==> src/rtl/stall_ctrl.sv <==
// Pipeline stall generator and shared memory port arbiter between IF and MEM.
// MEM accesses win the port; busy requesters are turned into stall requests.
module stall_ctrl #(
  parameter int ADDR_W = 32,
  parameter int DATA_W = 32
) (
  input  logic              clk,
  input  logic              rst,
  input  logic              if_mem_req,
  input  logic [ADDR_W-1:0] if_addr,
  output logic              if_done,
  output logic [DATA_W-1:0] if_rdata,
  input  logic              mem_mem_req,
  input  logic              mem_we,
  input  logic [ADDR_W-1:0] mem_addr,
  input  logic [DATA_W-1:0] mem_wdata,
  output logic              mem_done,
  output logic [DATA_W-1:0] mem_rdata,
  output logic              bus_req,
  output logic              bus_we,
  output logic [ADDR_W-1:0] bus_addr,
  output logic [DATA_W-1:0] bus_wdata,
  input  logic              bus_ack,
  input  logic [DATA_W-1:0] bus_rdata,
  input  logic              id_stallreq,
  input  logic              ex_stallreq,
  output logic [5:0]        stall,
  output logic [31:0]       stall_cycles
);

  typedef enum logic [1:0] {IDLE, IF_WAIT, MEM_WAIT} state_t;

  state_t              state_q, state_d;
  logic                bus_req_q, bus_req_d;
  logic                bus_we_q, bus_we_d;
  logic [ADDR_W-1:0]   bus_addr_q, bus_addr_d;
  logic [DATA_W-1:0]   bus_wdata_q, bus_wdata_d;
  logic                if_done_q, if_done_d;
  logic                mem_done_q, mem_done_d;
  logic [DATA_W-1:0]   if_rdata_q, if_rdata_d;
  logic [DATA_W-1:0]   mem_rdata_q, mem_rdata_d;
  logic [31:0]         stall_cycles_q, stall_cycles_d;
  logic                if_busy, mem_busy;

  // The done pulse masks a still-held request so it is not re-issued.
  assign if_busy  = if_mem_req  & ~if_done_q;
  assign mem_busy = mem_mem_req & ~mem_done_q;

  always_comb begin
    stall = 6'b000000;
    if (mem_busy)         stall = 6'b011111;
    else if (ex_stallreq) stall = 6'b001111;
    else if (id_stallreq) stall = 6'b000111;
    else if (if_busy)     stall = 6'b000011;
  end

  always_comb begin
    state_d        = state_q;
    bus_req_d      = bus_req_q;
    bus_we_d       = bus_we_q;
    bus_addr_d     = bus_addr_q;
    bus_wdata_d    = bus_wdata_q;
    if_done_d      = 1'b0;
    mem_done_d     = 1'b0;
    if_rdata_d     = if_rdata_q;
    mem_rdata_d    = mem_rdata_q;
    stall_cycles_d = stall[0] ? stall_cycles_q + 32'd1 : stall_cycles_q;
    case (state_q)
      IDLE: begin
        if (mem_busy) begin
          bus_req_d   = 1'b1;
          bus_we_d    = mem_we;
          bus_addr_d  = mem_addr;
          bus_wdata_d = mem_wdata;
          state_d     = MEM_WAIT;
        end else if (if_busy) begin
          bus_req_d  = 1'b1;
          bus_we_d   = 1'b0;
          bus_addr_d = if_addr;
          state_d    = IF_WAIT;
        end
      end
      IF_WAIT: begin
        if (bus_ack) begin
          bus_req_d  = 1'b0;
          if_rdata_d = bus_rdata;
          if_done_d  = 1'b1;
          state_d    = IDLE;
        end
      end
      MEM_WAIT: begin
        if (bus_ack) begin
          bus_req_d   = 1'b0;
          mem_rdata_d = bus_rdata;
          mem_done_d  = 1'b1;
          state_d     = IDLE;
        end
      end
      default: state_d = IDLE;
    endcase
  end

  always_ff @(posedge clk) begin
    if (rst) begin
      state_q        <= IDLE;
      bus_req_q      <= 1'b0;
      bus_we_q       <= 1'b0;
      bus_addr_q     <= '0;
      bus_wdata_q    <= '0;
      if_done_q      <= 1'b0;
      mem_done_q     <= 1'b0;
      if_rdata_q     <= '0;
      mem_rdata_q    <= '0;
      stall_cycles_q <= '0;
    end else begin
      state_q        <= state_d;
      bus_req_q      <= bus_req_d;
      bus_we_q       <= bus_we_d;
      bus_addr_q     <= bus_addr_d;
      bus_wdata_q    <= bus_wdata_d;
      if_done_q      <= if_done_d;
      mem_done_q     <= mem_done_d;
      if_rdata_q     <= if_rdata_d;
      mem_rdata_q    <= mem_rdata_d;
      stall_cycles_q <= stall_cycles_d;
    end
  end

  assign bus_req      = bus_req_q;
  assign bus_we       = bus_we_q;
  assign bus_addr     = bus_addr_q;
  assign bus_wdata    = bus_wdata_q;
  assign if_done      = if_done_q;
  assign mem_done     = mem_done_q;
  assign if_rdata     = if_rdata_q;
  assign mem_rdata    = mem_rdata_q;
  assign stall_cycles = stall_cycles_q;

endmodule
==> config.mk <==
export PLATFORM = sky130hd
export DESIGN_NAME = stall_ctrl
export DESIGN_NICKNAME = d
export VERILOG_FILES = /design/src/rtl/stall_ctrl.sv
export SDC_FILE = /design/constraint.sdc
export NUM_CORES = 1
export LEC_CHECK = 0
export BUFFER_PORTS_ARGS = -buffer_cell sky130_fd_sc_hd__buf_2
export CAP_MARGIN = 20
export CORE_ASPECT_RATIO = 1.25
export CORE_MARGIN = 4
export CORE_UTILIZATION = 30
export DETAILED_ROUTE_END_ITERATION = 10
export GPL_TIMING_DRIVEN = 0
export HOLD_SLACK_MARGIN = 0.08
export PLACE_DENSITY = 0.55
export SYNTH_ARGS = -nofsm -noshare
export SYNTH_HDL_FRONTEND = slang
export SYNTH_SLANG_ARGS = --single-unit
==> constraint.sdc <==
create_clock -name clk -period 2.2 [get_ports clk]
set_input_delay 0.44 -clock clk [delete_from_list [all_inputs] [get_ports clk]]
set_output_delay 0.44 -clock clk [all_outputs]
set_load 0.01 [all_outputs]
==> flow_metrics.tcl <==
set metrics [dict create \
    htreeDepth 4 \
    crit_buf_inv 3 \
    clk-insertion-delay-late_ns 0.42 \
    synth_area_leaders "dfxtp_1 50%, nand2_1 16%, a21oi_1 9.3%" \
    area_growth_pct 37.3 \
    drc_errors 0 \
    crit_path_end_kind "output pin" \
    slowest_delay_ns 0.35 \
    drtPass1Iterations 4 \
    p_total_uw 7450 \
    clk_pin_slew_ns 0.08 \
    nets 1298 \
    crit_fanout 10 \
    ys_types 44 \
    hp-start "mem_wdata[12]" \
    status "completed" \
    reg2reg_from "stall_cycles[4]$_SDFFE_PP0P_" \
    synth_cells 837 \
    viasPerCell 4.80 \
    yosysSeqAreaShare 0.498 \
    critPathSlowestCell "dfxtp_1" \
    gp_congestion 0.836 \
    antenna_found_initial 5 \
    rsz0062_at_grt "true" \
    clockBufferDepth 2 \
    rr_endpoint "stall_cycles[22]$_SDFFE_PP0P_" \
    pwr-share-clk 0.398 \
    drive_gt1_frac 0.317 \
    vdd_ir_drop_max_v 0.000503 \
    start_util 0.307 \
    hold_buffers 0 \
    synth.avg_cell_area_um2 7.97 \
    grt_pass1_wl_um 36800 \
    drt-initial-drc-count 267 \
    vias 6972 \
    hold_end "bus_wdata[12]$_SDFFE_PP0P_" \
    max_slew.worst_pin.slew_ns 0.695 \
    crit_type "reg2out" \
    hp-class "in2reg" \
    ff2ff_setup_slack_ns 0.25 \
    final_hold_viol_count 0 \
    final_common_cell "buf_2" \
    synth_nets 977 \
    rows 60 \
    crit_family "buffers and inverters" \
    critPathLaunchType "register" \
    yosysTopAreaCell "dfxtp_1" \
    crit_chain "nand2b_4 > clkbuf_4 > buf_4 > nand2_1 > buf_2" \
    ys_ff_latch 166 \
    io_pins 306 \
    fin_ws_ns 0.126 \
    grt-ovfl-total 0 \
    drt-total-wl_um 23600 \
    coreArea_um2 21700 \
    maxSlewHeadroom 0.536 \
    ant_nets 0 \
    fin_cells 1453 \
    post_dp_cell_area_um2 8530 \
    leakage_uw 0.00403 \
    grt_pass1_vias 6701 \
    place.port_buffers 303 \
    die_h_um 175 \
    maxCapViolations 0 \
    p_per_area_nw_per_um2 813 \
    required_ns 1.76 \
    grt_util_all_layers 0.184 \
    switching_power_uw 2270 \
    m1WireLength_um 9800 \
    fin_setup_tns_ns 0 \
    clock_skew_ns 0.0131 \
    async_flop_share 0 \
    intPower_uw 5180 \
    dp_cells 1419 \
    cts-buffers-inserted 17 \
    cts_tree "done" \
    top_layer "met5" \
    dp_hpwl_um 18100 \
    power_switching_share 0.304 \
    fin_crit_ns 2.07 \
    syn-cell-area_um2 6670 \
    fmax_ghz 0.482 \
    cts.sinks 166 \
    sequentialPowerShare 0.445 \
    yosys.area.top_type_share 0.498 \
    reg2reg_depth 5 \
    grt_max_degree 20 \
    die_width_um 141 \
    die-area_um2 24700 \
    pre_cts_ws_ns -0.384 \
    wl_met2_um 11800 \
    arrival_ns 1.63 \
    post-route-period-util 0.943 \
    cts_root_buf "clkbuf_16" \
    routedWlPerCell_um 16.2 \
    slew_viol_final 0 \
    synth-edff-count 0 \
    layout_common_cells "310 x buf_2, 278 x nand2_1, 166 x dfxtp_1" \
    synth_ff_type "dfxtp_1" \
    finalSetupViolCount 0 \
    final_area_um2 9160 \
    yosysWarnings 0 \
    met3WireLength_um 1710 \
    holdPathStages 3 \
    comb_power_share 0.158 \
]
[cell type report]
type / instances / area [um^2]
fill: 2313 / 12500
timing repair buffer: 304 / 1520
sequential: 166 / 3320
clock buffer: 18 / 429
multi-input combinational: 597 / 3050
antenna: 3 / 7.51
buffer: 63 / 283
clock inverter: 14 / 151
inverter: 9 / 33.8
tap: 279 / 349
[flip-flops by register name, summed over array words and instances, names as in the netlist]
signal	cells
bus_addr	32
bus_wdata	32
if_rdata	32
mem_rdata	32
stall_cycles	32
state_q	2
bus_req	1
bus_we	1
if_done	1
mem_done	1
[worst max path at each step]
stage	startpoint	to	slack, ns	cells past startpoint
2_1_floorplan	ex_stallreq	stall[1]	0.27	5
5_1_grt	state_q[0]$_SDFFE_PP0P_	bus_addr[11]$_SDFFE_PP0P_	-0.001	7
6_report	mem_done$_SDFF_PP0_	stall[2]	0.13	5
3_3_place_gp	mem_mem_req	stall[2]	-0.39	6
4_1_cts	mem_done$_SDFF_PP0_	stall[2]	0.006	5
3_5_place_dp	mem_mem_req	stall[2]	-0.38	6
[Yosys cell counts (all sizes together) (5+ instances only)]
cell and number:
o31ai 13, mux2 5, nor2 45, and3 5, a311oi 33, or4 11
and2 6, buf 20, nand4 9, or3 7, o41ai 5, inv 9
dfxtp 166, o21ai 9, clkbuf 45, nand2 278, nand3 5, a21oi 124
nand2b 5, nor2b 6
[kinds of logic (layout without fill, tap and decap cells)]
family	Yosys count	after routing	share of synthesized area
compound gates	191	191	0.177
xor+xnor	3	3	0.00394
fa+ha+maj	4	4	0.00750
buf+inv	74	408	0.0462
flops	166	166	0.498
mux	5	5	0.00844
other cells	1	4	0.000562
simple gates	393	393	0.258
[through the flow]
stage | hold WS (ns) | util
after floorplan | 0.481 | -
after global placement | 0.439 | 0.393
after detailed placement | 0.445 | 0.393
after CTS | 0.226 | 0.421
after global routing | 0.230 | 0.422
final | 0.247 | 0.422
[power groups by stage]
stage / registers, uW / clock network (uW) / logic [uW]
after detailed placement: 3380 / 0 / 1190
after floorplan: 3470 / 0 / 529
final: 3310 / 2960 / 1170
after global placement: 3380 / 0 / 1190
after global routing: 3340 / 3170 / 1320
after CTS: 3310 / 3040 / 1190
[what timing repair did]
action                     CTS  global route
setup endpoints to repair   42            33
buffers inserted             1             0
pin swaps                    1             0
resized for setup            9             5
[layer usage]
layer  global-route usage  vias to the layer above
li1                     -                     3515
met3               0.0589                       21
met5                    0                        -
met2                0.314                      188
met4               0.0428                        4
met1                0.226                     3244
[worst reg2reg max path, delay by kind of cell, from the launching register on]
kind,cells,cell delay (ns)
compound gates,2,0.52
simple gates,2,0.54
flops,1,0.47
buf+inv,1,0.29
No activity file was read; power rests on OpenSTA's default activity.
